--- config.mk ---
export PLATFORM = sky130hd
export DESIGN_NAME = la_sram_req_ctrl
export DESIGN_NICKNAME = d
export VERILOG_FILES = /design/src/rtl/la_sram_pkg.sv /design/src/rtl/la_sram_rsp_fifo.sv /design/src/rtl/la_sram_req_ctrl.sv
export SDC_FILE = /design/constraint.sdc
export NUM_CORES = 1
export LEC_CHECK = 0
export ABC_AREA = 1
export BUFFER_PORTS_ARGS = -buffer_cell sky130_fd_sc_hd__buf_2
export CORE_AREA = 4 4 207 209
export DETAILED_ROUTE_END_ITERATION = 7
export DIE_AREA = 0 0 211 213
export PLACE_DENSITY_LB_ADDON = 0.25
export SLEW_MARGIN = 30
export SYNTH_ARGS = -nofsm -noshare
export SYNTH_HDL_FRONTEND = slang
export SYNTH_SLANG_ARGS = --single-unit
--- constraint.sdc ---
create_clock -name clk -period 9 [get_ports clk]
set_input_delay 0.9 -clock clk [delete_from_list [all_inputs] [get_ports clk]]
set_output_delay 0.9 -clock clk [all_outputs]
set_load 0.01 [all_outputs]
--- src/rtl/la_sram_pkg.sv ---
// Shared types and default sizes for the SRAM1RW64x128 request front-end.
package la_sram_pkg;

    localparam int LA_AW = 6;
    localparam int LA_DW = 128;

    typedef enum logic {
        ST_INIT,
        ST_RUN
    } state_e;

endpackage

--- src/rtl/la_sram_rsp_fifo.sv ---
// Small response FIFO: registered storage, head word presented directly,
// explicit occupancy count used by the request side for slot reservation.
module la_sram_rsp_fifo #(
    parameter int DEPTH = 2,
    parameter int DW    = 128,
    parameter int CW    = $clog2(DEPTH + 1)
) (
    input  logic          clk,
    input  logic          rst,
    input  logic          push,
    input  logic [DW-1:0] wdata,
    input  logic          pop,
    output logic [DW-1:0] rdata,
    output logic          valid,
    output logic [CW-1:0] count
);

    localparam int PW = (DEPTH > 1) ? $clog2(DEPTH) : 1;

    logic [DW-1:0] mem [DEPTH];
    logic [PW-1:0] wr_ptr, rd_ptr;

    function automatic logic [PW-1:0] ptr_inc(input logic [PW-1:0] p);
        return (p == PW'(DEPTH - 1)) ? '0 : p + 1'b1;
    endfunction

    // Storage array carries no reset; only the pointers define what is live.
    always_ff @(posedge clk) begin
        if (push) mem[wr_ptr] <= wdata;
    end

    // Pointer and occupancy bookkeeping; simultaneous push/pop keeps the count.
    always_ff @(posedge clk) begin
        if (rst) begin
            wr_ptr <= '0;
            rd_ptr <= '0;
            count  <= '0;
        end else begin
            if (push) wr_ptr <= ptr_inc(wr_ptr);
            if (pop)  rd_ptr <= ptr_inc(rd_ptr);
            case ({push, pop})
                2'b10:   count <= count + 1'b1;
                2'b01:   count <= count - 1'b1;
                default: count <= count;
            endcase
        end
    end

    // Upstream reservation guarantees these never happen.
    always_ff @(posedge clk) begin
        if (!rst) begin
            assert (!(pop && count == '0));
            assert (!(push && !pop && count == CW'(DEPTH)));
        end
    end

    assign valid = (count != '0);
    assign rdata = mem[rd_ptr];

endmodule

--- src/rtl/la_sram_req_ctrl.sv ---
// Valid/ready front-end for SRAM1RW64x128: clears the array after reset, then maps
// accepted requests onto macro strobes and queues read data for the consumer.
module la_sram_req_ctrl
    import la_sram_pkg::*;
#(
    parameter int            AW        = LA_AW,
    parameter int            DW        = LA_DW,
    parameter int            RSP_DEPTH = 2,
    parameter bit            INIT_EN   = 1'b1,
    parameter logic [DW-1:0] INIT_VAL  = '0
) (
    input  logic          clk,
    input  logic          rst,
    input  logic          req_valid,
    output logic          req_ready,
    input  logic          req_we,
    input  logic [AW-1:0] req_addr,
    input  logic [DW-1:0] req_wdata,
    output logic          rsp_valid,
    input  logic          rsp_ready,
    output logic [DW-1:0] rsp_rdata,
    output logic          init_done,
    output logic [AW-1:0] sram_A,
    output logic [DW-1:0] sram_I,
    input  logic [DW-1:0] sram_O,
    output logic          sram_CSB,
    output logic          sram_WEB,
    output logic          sram_OEB
);

    localparam int DEPTH = 1 << AW;
    localparam int CW    = $clog2(RSP_DEPTH + 1);

    state_e        state_q, state_d;
    logic [AW:0]   init_ptr;
    logic          init_last;
    logic          rd_inflight;
    logic          init_done_q;
    logic          req_fire;
    logic          rsp_pop;
    logic [CW-1:0] fifo_count;
    logic [CW:0]   outstanding;

    assign init_last = (init_ptr == (AW + 1)'(DEPTH - 1));
    assign req_fire  = req_valid && req_ready;
    assign rsp_pop   = rsp_valid && rsp_ready;

    // Reads already in the macro pipeline or sitting in the FIFO each own a slot.
    // A popping head still counts this cycle, so ready depends on registered state only.
    assign outstanding = {1'b0, fifo_count} + (CW + 1)'(rd_inflight);
    assign req_ready   = (state_q == ST_RUN) &&
                         (req_we || outstanding < (CW + 1)'(RSP_DEPTH));

    // State register.
    always_ff @(posedge clk) begin
        if (rst) state_q <= INIT_EN ? ST_INIT : ST_RUN;
        else     state_q <= state_d;
    end

    // Next state and macro strobes; idle leaves the macro deselected.
    always_comb begin
        state_d  = state_q;
        sram_CSB = 1'b1;
        sram_WEB = 1'b1;
        sram_A   = '0;
        sram_I   = '0;
        case (state_q)
            ST_INIT: begin
                sram_CSB = 1'b0;
                sram_WEB = 1'b0;
                sram_A   = init_ptr[AW-1:0];
                sram_I   = INIT_VAL;
                if (init_last) state_d = ST_RUN;
            end
            ST_RUN: begin
                if (req_fire) begin
                    sram_CSB = 1'b0;
                    sram_WEB = ~req_we;
                    sram_A   = req_addr;
                    sram_I   = req_wdata;
                end
            end
        endcase
    end

    // Init sweep pointer; parks at DEPTH once the sweep is over.
    always_ff @(posedge clk) begin
        if (rst)                     init_ptr <= '0;
        else if (state_q == ST_INIT) init_ptr <= init_ptr + 1'b1;
    end

    // Marks the cycle after a read was issued, when the macro output is live.
    always_ff @(posedge clk) begin
        if (rst) rd_inflight <= 1'b0;
        else     rd_inflight <= req_fire && !req_we;
    end

    // Sticky completion flag, raised together with the move into RUN.
    always_ff @(posedge clk) begin
        if (rst)                    init_done_q <= 1'b0;
        else if (state_d == ST_RUN) init_done_q <= 1'b1;
    end

    assign init_done = init_done_q;
    assign sram_OEB  = ~rd_inflight;

    la_sram_rsp_fifo #(
        .DEPTH (RSP_DEPTH),
        .DW    (DW),
        .CW    (CW)
    ) u_rsp_fifo (
        .clk   (clk),
        .rst   (rst),
        .push  (rd_inflight),
        .wdata (sram_O),
        .pop   (rsp_pop),
        .rdata (rsp_rdata),
        .valid (rsp_valid),
        .count (fifo_count)
    );

endmodule

==> impl_results.md <==
- Post-Syn Area: 11010 sq um
- Leak: 6.870 nW
- Post-synth top area share: 69.85%
- Clk slew on worst S/H paths: 0.07 ns
- Largest stage delay on the critical path: 0.69 ns
- Placed wire-length estimate: 30110 microns
- Final Wtd Congestion: 0.9875
- Grt ovf: 0
- Worst Hold Path Cells: 2
- Largest net degree at the start of global routing: 89
- Rel. slew slack: 41.71%
- HP Class: reg -> reg
- Synth Register Bits: 271
- Worst setup SP type: flop
- Core ar.: 40830 sq um
- Mapped Cells: 779
- Synth top area cells: edfxtp_1 (70%), mux2_2 (13%), inv_1 (5.0%)
- Avg Inst Size Synth: 14.13 sq um
- Worst Path Buf+Inv: 3
- Initial antenna violation count: 5
- Cell taking the most area after synthesis: edfxtp_1
- # IOs: 535
- Reg2reg start: rd_inflight$_SDFF_PP0_
- Share of layout cells above drive strength 1: 53.13%
- CP required: 8.10 ns
- Worst skew pair latency: 0.54 ns
- Row count: 74
- Layout Nets: 1589
- Worst setup EP type: output port
- Post-synth ARST share: 0%
- Crit path arrival time: 3.10 ns
- Clk buf depth: 3
- Detail Route Antenna Nets: 0
- Final setup fails: 0
- Sequential fraction of the synthesis area: 72.58%
- Design area: 15110 sq um
- Sw Pwr: 0.0005052 W
- Fin crit share: 44.42%
- Sw Share: 19.60%
- Mapped Nets: 1048
- Logic pwr share: 3.5%
- Most used cell, CP: buf_4
- Overall die area: 44940 sq um
- Min-delay src: u_rsp_fifo.rd_ptr$_SDFFE_PP0P_
- Status: complete, no violations
- WL final: 37970 microns
- Most used routing layer: met2
- TritonCTS buffer count: 29
- Pins Over Slew Limit: 0
- Initial core utilization: 26.95%
- GR Layer Usage met1: 16.61%
- Post-synth EDFFs: 256
- Vias in the first global route: 8237
- RSZ-0062 raised after global routing: no
- Post-Layout Cell Count: 1872
- Clock skew: 0.01822 ns
- DRC: 0
- Port Buffers: 534
- Clock power frac: 43.0%
- Worst-Margin Slew: 0.8743 ns
- Final Hold Fails: 0
- Detailed-router iteration count before antenna repair: 5
- TritonCTS Sinks: 271
- Ys flop type: edfxtp_1
- TritonCTS clock tree: built
- Die span in y: 213 microns
- R2R depth: 4
- Layout Area Growth over Synthesis: 37.26%
- Reg2reg end: u_rsp_fifo.mem[0][74]$_DFFE_PP_
- R2R Setup Slk: 6.49 ns
- Post-DR vias/cell: 4.253
- Sequential share of power: 53.5%
- Hold_ws: 0.4663 ns
- Final worst slack: 5.002 ns
- Netlist cell types: 22
- Worst-path fanout max: 63
- Wire per inst: 20.28 microns
- YS warnings: 0
- Die Span X: 211 microns
- Met3 Usage GRT: 4.378%
- Top delay family on crit path: buffers and inverters
- Met2 usage: 30.20%
- Total negative slack: 0 ns
- # diodes: 0
- Pwr Density: 170.7 nW/um^2
- DP Area: 14230 sq um
- Levels on crit path: 4
- CP max-delay cell: buf_4
- Setup CP Type: reg -> out
- Maxcap violations: 0
- GRT Total Usage: 15.71%
- # hold bufs at CTS: 0
- Post-CTS sizing: 0
- Critical path, cell by cell: buf_4 > buf_4 > mux2_2 > buf_2
- Global-route wire length before repair: 52720 microns
- DRT iter0 DRCs: 306
- Setup Buffers After CTS: 0
- Root Buffer: clkbuf_16
- Fmax: 0.2501 GHz
- Max H-tree Level: 1
- Min cycle time layout: 3.998 ns
- DP Worst Slack: 5.417 ns
- Vias: 7961
- Peak VDD IR: 0.0001200 V
- Placed insts: 1821
- Internal power: 0.002073 W
-- metrics by stage --
stage	utilization [%]	total power, W
detailed placement	34.84	0.001497
CTS	37.00	0.002618
floorplan	-	0.001422
global placement	34.83	0.001493
finish	37.00	0.002578
global route	37.00	0.002685
-- flip-flops by register name, summed over array words and instances (netlist names), named ones only --
| signal | count |
|---|---|
| u_rsp_fifo.count | 2 |
| u_rsp_fifo.mem | 256 |
| state_q | 1 |
| rd_inflight | 1 |
| init_done | 1 |
| u_rsp_fifo.wr_ptr | 1 |
| u_rsp_fifo.rd_ptr | 1 |
| init_ptr | 7 |
-- cell families after synthesis --
logic type | Yosys count | share of synthesized area (%)
mux | 128 | 13.10
fa+ha+maj | 2 | 0.2273
simple gates | 177 | 6.321
buf+inv | 178 | 6.708
flops | 271 | 72.58
compound gates | 23 | 1.069
-- cells in the final DEF (no fill, tap or decap) --
cell       count
clkinv_2       3
nand2_2        1
nand4_1        1
inv_6          1
nand3b_1       1
buf_2        534
dfxtp_1       14
clkbuf_1       9
o21ai_0       12
clkbuf_16     29
buf_6          1
nor3_1         2
nand3_4        1
edfxtp_1     256
or2_2          1
nor2_1       140
dfxtp_4        1
clkinv_4       3
ha_1           2
nor2_4         1
inv_1        146
nand2_1       26
bufinv_16      2
inv_2          1
buf_4          5
a21oi_1        9
clkinv_1       5
mux2_2       128
a31oi_1        2
nand3_1        3
-- layer usage --
metal | part of all wire, % | wire length (microns)
met2 | 54 | 20680
met4 | 3.0 | 1147
met1 | 35 | 13180
met5 | 0.11 | 41
met3 | 7.7 | 2925
-- worst max-delay path by stage --
stage | to | slack (ns)
5_1_grt | rsp_rdata[127] | 4.79
4_1_cts | rsp_rdata[103] | 4.86
3_3_place_gp | sram_I[6] | 5.46
2_1_floorplan | u_rsp_fifo.mem[0][0]$_DFFE_PP_ | 2.61
6_report | rsp_rdata[127] | 5.00
3_5_place_dp | sram_I[6] | 5.42
-- cell usage after synthesis, drive strengths merged, types with 2 or more instances --
master  instances
nand3           4
a31oi           2
inv           148
nand2          27
nor2          141
a21oi           9
ha              2
buf            29
o21ai          12
mux2          128
nor3            2
dfxtp          15
edfxtp        256
-- worst min-delay path, delay by kind of cell (launching register included) --
family                 cells  cell delay (ns)
flip-flops                 1             0.30
buffers and inverters      1             0.07
AO/OA/AOI/OAI              1             0.06
-- power by group through the flow --
stage | clock network [W] | logic, W | registers [W]
after CTS | 0.00115 | 0.0000911 | 0.00138
after global placement | 0 | 0.0000872 | 0.00141
final | 0.00111 | 0.0000890 | 0.00138
after global routing | 0.00121 | 0.0000998 | 0.00138
after floorplan | 0 | 0.0000153 | 0.00141
after detailed placement | 0 | 0.0000907 | 0.00141
-- final cells by class --
type	instances	area, sq um
fillers	4072	25730
flip-flops and latches	271	7991
repair buffers	540	2721
multi-input cells	330	2287
clock buffers	38	759.5
well taps	532	665.6
inverters	148	560.5
clock inverters	13	120.1
Power figures use the tool's default switching activity.
